`src/rtl/pipe_hazard_ctrl.sv`:
```
// -----------------------------------------------------------------------------
// pipe_hazard_ctrl
// In-order issue/retire controller for the pipelined NAND CPU, placed between
// decode and execute. It keeps an ordered queue of in-flight instructions,
// stalls decode on register / predicate-state (ps) RAW hazards, retires the
// oldest entry on writeback and, on a branch mispredict, squashes every
// younger entry and emits a registered flush + redirect pc to fetch.
//
// Optional build macro:
//   PIPE_HAZARD_WB_BYPASS_EN - the head entry being retired this cycle is
//     ignored by the hazard check, and a full queue that is retiring this
//     cycle may still issue. Undefined: only registered queue state is used.
//
// Ports:
//   clk, rst_n                      clock, asynchronous active-low reset
//   dec_*                           instruction offered by decode
//   stall, issue, issue_tag         handshake back to decode (combinational)
//   wb_*                            writeback retiring the oldest instruction
//   fb_*                            branch resolution feedback
//   flush, redirect_pc              registered squash pulse and fetch target
//   inflight                        queue occupancy
//   err                             sticky protocol error
// -----------------------------------------------------------------------------
`ifndef PC_SIZE
`define PC_SIZE 16
`endif

module pipe_hazard_ctrl #(
  parameter int DEPTH = 4,
  parameter int TAG_W = $clog2(DEPTH),
  parameter int PC_W  = `PC_SIZE
) (
  input  logic             clk,
  input  logic             rst_n,
  input  logic             dec_valid,
  input  logic [3:0]       dec_src_a,
  input  logic             dec_src_a_en,
  input  logic [3:0]       dec_src_b,
  input  logic             dec_src_b_en,
  input  logic             dec_ps_read,
  input  logic             dec_reg_write,
  input  logic [3:0]       dec_reg_addr,
  input  logic             dec_ps_write,
  output logic             stall,
  output logic             issue,
  output logic [TAG_W-1:0] issue_tag,
  input  logic             wb_valid,
  input  logic             wb_reg_write,
  input  logic [3:0]       wb_reg_addr,
  input  logic             wb_ps_write,
  input  logic             fb_valid,
  input  logic             fb_branch,
  input  logic [TAG_W-1:0] fb_tag,
  input  logic [PC_W-1:0]  fb_pc,
  input  logic             fb_predict_taken,
  input  logic             fb_feedback_taken,
  input  logic [PC_W-1:0]  fb_predict_target,
  input  logic [PC_W-1:0]  fb_feedback_target,
  output logic             flush,
  output logic [PC_W-1:0]  redirect_pc,
  output logic [TAG_W:0]   inflight,
  output logic             err
);

  localparam logic [TAG_W:0]   FULL_CNT = (TAG_W+1)'(DEPTH);
  localparam logic [TAG_W-1:0] TAG_ONE  = TAG_W'(1);
  localparam logic [TAG_W:0]   CNT_ONE  = (TAG_W+1)'(1);
  localparam logic [PC_W-1:0]  PC_ONE   = PC_W'(1);

  // Queue state
  logic [TAG_W-1:0] head_q, head_d;
  logic [TAG_W-1:0] tail_q, tail_d;
  logic [TAG_W:0]   count_q, count_d;
  logic [DEPTH-1:0] vld_q, vld_d;
  logic [DEPTH-1:0] rw_q, rw_d;
  logic [DEPTH-1:0] psw_q, psw_d;
  logic [3:0]       addr_q [DEPTH];
  logic [3:0]       addr_d [DEPTH];

  // Output registers
  logic             flush_q, flush_d;
  logic [PC_W-1:0]  redir_q, redir_d;
  logic             err_q, err_d;

  // Combinational control
  logic             empty_s;
  logic             full_s;
  logic             pop_s;
  logic             bypass_pop_s;
  logic [DEPTH-1:0] live_s;
  logic             hazard_s;
  logic             mispredict_s;
  logic             head_mismatch_s;
  logic [TAG_W-1:0] off_fb_s;
  logic             stall_s;
  logic             issue_s;

  assign empty_s = (count_q == '0);
  assign full_s  = (count_q == FULL_CNT);
  assign pop_s   = wb_valid & ~empty_s;

`ifdef PIPE_HAZARD_WB_BYPASS_EN
  assign bypass_pop_s = pop_s;
`else
  assign bypass_pop_s = 1'b0;
`endif

  // Distance of the branch from the head; entries further away are younger.
  assign off_fb_s = fb_tag - head_q;

  // A feedback for a slot that holds nothing is ignored (and flagged as error).
  assign mispredict_s = fb_valid & fb_branch & vld_q[fb_tag] &
                        ((fb_predict_taken != fb_feedback_taken) |
                         (fb_feedback_taken & (fb_predict_target != fb_feedback_target)));

  assign head_mismatch_s = (wb_reg_write != rw_q[head_q]) |
                           (wb_reg_addr  != addr_q[head_q]) |
                           (wb_ps_write  != psw_q[head_q]);

  // RAW hazard scan over every live queue entry
  always_comb begin
    live_s   = '0;
    hazard_s = 1'b0;
    for (int i = 0; i < DEPTH; i++) begin
      live_s[i] = vld_q[i] & ~(bypass_pop_s & (head_q == TAG_W'(i)));
      if (live_s[i]) begin
        if ((rw_q[i] & dec_src_a_en & (addr_q[i] == dec_src_a)) |
            (rw_q[i] & dec_src_b_en & (addr_q[i] == dec_src_b)) |
            (psw_q[i] & dec_ps_read)) begin
          hazard_s = 1'b1;
        end else begin
          hazard_s = hazard_s;
        end
      end else begin
        hazard_s = hazard_s;
      end
    end
  end

  assign stall_s = dec_valid & ((full_s & ~bypass_pop_s) | hazard_s | mispredict_s);
  assign issue_s = dec_valid & ~stall_s;

  // Next-state: retire, error tracking, squash on mispredict, issue
  always_comb begin
    head_d  = head_q;
    tail_d  = tail_q;
    count_d = count_q;
    vld_d   = vld_q;
    rw_d    = rw_q;
    psw_d   = psw_q;
    addr_d  = addr_q;
    err_d   = err_q;
    flush_d = 1'b0;
    redir_d = '0;

    if (pop_s) begin
      head_d        = head_q + TAG_ONE;
      vld_d[head_q] = 1'b0;
      if (head_mismatch_s) begin
        err_d = 1'b1;
      end else begin
        err_d = err_d;
      end
    end else if (wb_valid) begin
      err_d = 1'b1;
    end else begin
      head_d = head_q;
    end

    if (fb_valid & ~vld_q[fb_tag]) begin
      err_d = 1'b1;
    end else begin
      err_d = err_d;
    end

    if (mispredict_s) begin
      for (int i = 0; i < DEPTH; i++) begin
        if ((TAG_W'(i) - head_q) > off_fb_s) begin
          vld_d[i] = 1'b0;
        end else begin
          vld_d[i] = vld_d[i];
        end
      end
      tail_d = fb_tag + TAG_ONE;
      // Surviving entries are head..branch inclusive, minus the one retiring.
      count_d = {1'b0, off_fb_s} + CNT_ONE - {{TAG_W{1'b0}}, pop_s};
      flush_d = 1'b1;
      redir_d = fb_feedback_taken ? fb_feedback_target : (fb_pc + PC_ONE);
    end else begin
      if (issue_s) begin
        vld_d[tail_q]  = 1'b1;
        rw_d[tail_q]   = dec_reg_write;
        psw_d[tail_q]  = dec_ps_write;
        addr_d[tail_q] = dec_reg_addr;
        tail_d         = tail_q + TAG_ONE;
      end else begin
        tail_d = tail_q;
      end
      count_d = count_q + {{TAG_W{1'b0}}, issue_s} - {{TAG_W{1'b0}}, pop_s};
    end
  end

  // State and output registers
  always_ff @(posedge clk or negedge rst_n) begin
    if (!rst_n) begin
      head_q  <= '0;
      tail_q  <= '0;
      count_q <= '0;
      vld_q   <= '0;
      rw_q    <= '0;
      psw_q   <= '0;
      for (int i = 0; i < DEPTH; i++) begin
        addr_q[i] <= 4'h0;
      end
      flush_q <= 1'b0;
      redir_q <= '0;
      err_q   <= 1'b0;
    end else begin
      head_q  <= head_d;
      tail_q  <= tail_d;
      count_q <= count_d;
      vld_q   <= vld_d;
      rw_q    <= rw_d;
      psw_q   <= psw_d;
      for (int i = 0; i < DEPTH; i++) begin
        addr_q[i] <= addr_d[i];
      end
      flush_q <= flush_d;
      redir_q <= redir_d;
      err_q   <= err_d;
    end
  end

  assign stall       = stall_s;
  assign issue       = issue_s;
  assign issue_tag   = tail_q;
  assign flush       = flush_q;
  assign redirect_pc = redir_q;
  assign inflight    = count_q;
  assign err         = err_q;

endmodule
```
`config.mk`:
```
export PLATFORM = sky130hd
export DESIGN_NAME = pipe_hazard_ctrl
export DESIGN_NICKNAME = d
export VERILOG_FILES = /design/src/rtl/pipe_hazard_ctrl.sv
export SDC_FILE = /design/constraint.sdc
export NUM_CORES = 1
export LEC_CHECK = 0
export CORE_MARGIN = 5
export CORE_UTILIZATION = 50
export CTS_BUF_LIST = sky130_fd_sc_hd__clkbuf_4 sky130_fd_sc_hd__clkbuf_8
export CTS_CLUSTER_DIAMETER = 120
export CTS_CLUSTER_SIZE = 25
export DETAILED_ROUTE_END_ITERATION = 16
export GPL_TIMING_DRIVEN = 1
export PLACE_DENSITY = 0.95
export SLEW_MARGIN = 30
export SYNTH_ARGS = -nofsm -noshare
export SYNTH_HDL_FRONTEND = slang
export SYNTH_SLANG_ARGS = --single-unit
```
`constraint.sdc`:
```
create_clock -name clk -period 7.73 [get_ports clk]
set_input_delay 0.773 -clock clk [delete_from_list [all_inputs] [get_ports clk]]
set_output_delay 0.773 -clock clk [all_outputs]
set_load 0.05 [all_outputs]
```
==> flow_metrics.py <==
metrics = {
    "outcome": {
        "status": "finished, final reports clean",
    },
    "final_layout": {
        "syn_to_final_growth_pct": 34.42,
        "nets": 545,
        "diodes": 0,
        "drive_gt1_share_pct": 10.94,
        "final_cells": 544,
        "fin_util_pct": 69.64,
    },
    "timing": {
        "fin_worst_skew_ns": 0.007523,
        "rsz0062_at_grt": "false",
        "finalSetupViolCount": 0,
        "tightest_slew_ns": 0.7015,
        "fin_crit_sh_pct": 59.93,
        "slew_headroom_pct": 52.80,
        "fin_tns_setup_ns": 0,
        "max_freq_mhz": 215.9,
        "fin_crit_ns": 4.632,
        "hold_viol": 0,
        "slew_viol_final": 0,
    },
    "setup_path": {
        "slowest_delay_ns": 0.83,
        "worstSetupStartpointType": "input pin",
        "crit_fanout": 29,
        "crit_top_cell": "clkdlybuf4s50_1",
        "slowest_stage": "clkdlybuf4s50_1",
        "r2r_end": "inflight[2]$_DFF_PN0_",
        "worstPathCellList": "clkdlybuf4s50_1 -> mux4_2 -> o2111ai_1 -> a41o_2 -> inv_1 -> nor2_1 -> clkdlybuf4s50_1",
        "r2r-start": "live_s[0]$_DFF_PN0_",
        "end_kind": "output pin",
        "cp.required_ns": 6.96,
        "worst-r2r-cell-count": 10,
        "crit_type": "in -> out",
        "r2r_setup_slack_ns": 4.72,
        "critPathArrivalTime_ns": 3.86,
    },
    "logic_synthesis": {
        "syn-cell-area_um2": 3558,
        "ys_ff_latch": 53,
        "yosys-top-cells-area": "dfrtp_1, xnor2_1, xor2_1",
        "synth_top_area_share_pct": 37.27,
        "yosys.area_share.simple_pct": 15.65,
        "yosysSeqAreaShare_pct": 37.27,
        "synth-compound-area-share_pct": 5.837,
        "ys_types": 39,
        "synth_top_family_by_area": "XOR/XNOR gates",
        "synth_fa_ha_area_share_pct": 6.610,
        "ys_warn_count": 0,
        "synth-main-ff-cell": "dfrtp_1",
        "syn_nets": 441,
        "synthMuxAreaShare_pct": 13.43,
        "synthArstFlopShare_pct": 100.0,
        "synthCells": 343,
        "synth_edf_count": 0,
        "synth_xor_area_share_pct": 18.21,
        "synth.avg_cell_area_um2": 10.37,
        "synth.largest_area_cell": "dfrtp_1",
    },
    "grt": {
        "track_usage_pct": 25.24,
        "met2_usage_pct": 42.14,
        "met3_usage_pct": 3.745,
        "antenna_found_initial": 0,
        "grt_max_degree": 54,
        "grt_pass1_vias": 3247,
        "use_met1_pct": 33.38,
        "grt_pass1_wl_mm": 17.06,
        "gr-total-overflow": 0,
        "grt_busiest_layer": "met2",
    },
    "routing": {
        "postRouteAntennaNets": 0,
        "vias_per_cell": 5.721,
        "vias": 3112,
        "drt-total-wl_mm": 10.59,
        "dr.pass1.iters": 5,
        "post-route-drc-count": 0,
        "wl_per_cell_um": 19.47,
        "drt_iter0_markers": 295,
    },
    "pwr": {
        "vdd_ir_drop_max_uv": 170.2,
        "combPwrFrac_pct": 54.3,
        "seq_power_share_pct": 35.0,
        "switching_share_pct": 44.73,
        "power_density_nw_per_um2": 316.5,
        "leakagePower_nw": 1.988,
        "intPower_mw": 0.8367,
        "p_clk_share_pct": 10.7,
        "p_switching_mw": 0.6772,
    },
    "clock_network": {
        "cts.htree.levels": 2,
        "cts_resized": 0,
        "clockBufferDepth": 2,
        "cts_inserted_buffers": 5,
        "clk_latency_ns": 0.32,
        "post-cts-setup-buffers": 0,
        "clock-sinks": 53,
        "clk_pin_slew_ns": 0.10,
        "tritoncts": "done",
        "holdBufCountCts": 0,
        "root_buffer": "clkbuf_8",
    },
    "min_path": {
        "whs_endpoint": "err$_DFFE_PN0P_",
        "hold_class": "reg -> reg",
        "hold_start": "err$_DFFE_PN0P_",
        "whs_path_depth": 1,
    },
    "floorplanning": {
        "start_util_pct": 51.80,
        "die_w_um": 94.36,
        "rows": 30,
        "fp.dieH_um": 94.36,
        "design.die.area_um2": 8904,
        "ioPinCount": 106,
        "core_area_um2": 6869,
    },
    "run": {
        "cap_violations": 0,
    },
    "place": {
        "dp.cells": 536,
        "hpwl_mm": 8.355,
        "place.gp.congestion": 0.9018,
        "portBuffers": 105,
    },
}
-- state kept, by name (all words and copies together), names as in the netlist --
name and cells:
psw_q 4, rw_q 4, redirect_pc 16, addr_q 16
err 1, issue_tag 2, flush 1, head_q 2
live_s 4, inflight 3
-- area by class of cell --
type,instances,area (µm²)
Fill cell,495,2086
Clock buffer,6,76.32
Inverter,19,71.32
Sequential cell,53,1326
Clock inverter,2,13.76
Timing Repair Buffer,106,1049
Multi-Input combinational cell,262,2127
Tap cell,96,120.1
-- power groups by stage --
stage	clock [mW]	sequential (mW)	combinational [mW]
floorplan	0	0.536	0.526
global placement	0	0.518	0.762
detailed placement	0	0.528	0.807
CTS	0.162	0.524	0.815
global route	0.178	0.543	0.887
finish	0.162	0.530	0.822
-- kinds of logic (layout without fill, tap and decap cells) --
kind of cell / count (synthesis) / in the layout
simple gates: 104 / 104
xor+xnor: 74 / 74
flops: 53 / 53
mux: 36 / 36
compound gates: 31 / 31
buf+inv: 28 / 133
fa+ha+maj: 17 / 17
-- layer usage --
layer,wire (µm),vias up
li1,-,1405
met1,4253,1520
met2,5401,146
met3,547,41
met4,389,0
met5,0,-
-- Yosys cell counts (10+ instances only) --
cell type / count
xnor2_1: 38
mux2_2: 24
xor2_1: 36
nand4_1: 13
ha_1: 14
a21oi_1: 17
nand3_1: 10
inv_1: 19
dfrtp_1: 53
nand2_1: 18
nor4_1: 11
nor2_1: 35
-- cells in the final DEF (no fill, tap or decap), types with 2 or more instances in the layout --
master and n:
nand4_1 13, buf_2 2, clkdlybuf4s50_1 103, mux2_2 24
nor4_1 11, nor2b_1 2, inv_1 19, ha_1 14
mux2i_1 5, a221o_1 2, xnor2_1 38, nand3_1 10
nand2b_1 2, nand2_1 18, clkbuf_8 5, a21oi_1 17
mux4_2 7, nor2_1 35, nor3_1 5, fa_1 3
nor3_4 2, dfrtp_1 53, a22oi_1 2, o311ai_0 2
xor2_1 36
-- worst max path at each step --
stage | startpoint | end | slack [ns] | depth (start not counted)
6_report | fb_tag[0] | issue | 3.10 | 7
5_1_grt | fb_tag[0] | issue | 2.95 | 7
4_1_cts | fb_feedback_taken | issue | 2.26 | 7
3_5_place_dp | fb_feedback_taken | issue | 2.23 | 7
3_3_place_gp | fb_feedback_taken | issue | 2.50 | 7
2_1_floorplan | fb_tag[0] | inflight[2]$_DFF_PN0_ | 4.34 | 11
-- worst max-delay path: cells and delay by family --
kind	cells	cell delay [ns]
AOI/OAI and AO/OA	2	0.60
muxes	1	0.56
buffers and inverters	3	1.69
and+or+nand+nor	1	0.21
-- metrics by stage --
step                      power [mW]  hold WS [ns]  cell area (µm²)  worst slack, ns
after floorplan                1.063        0.4774             3558            4.340
after global placement         1.281        0.4697             4697            2.500
after detailed placement       1.336        0.4719             4697            2.234
after CTS                      1.501        0.5015             4787            2.259
after global routing           1.609        0.5266             4783            2.949
final                          1.514        0.5047             4783            3.098
(Power assumes the default switching activity.)
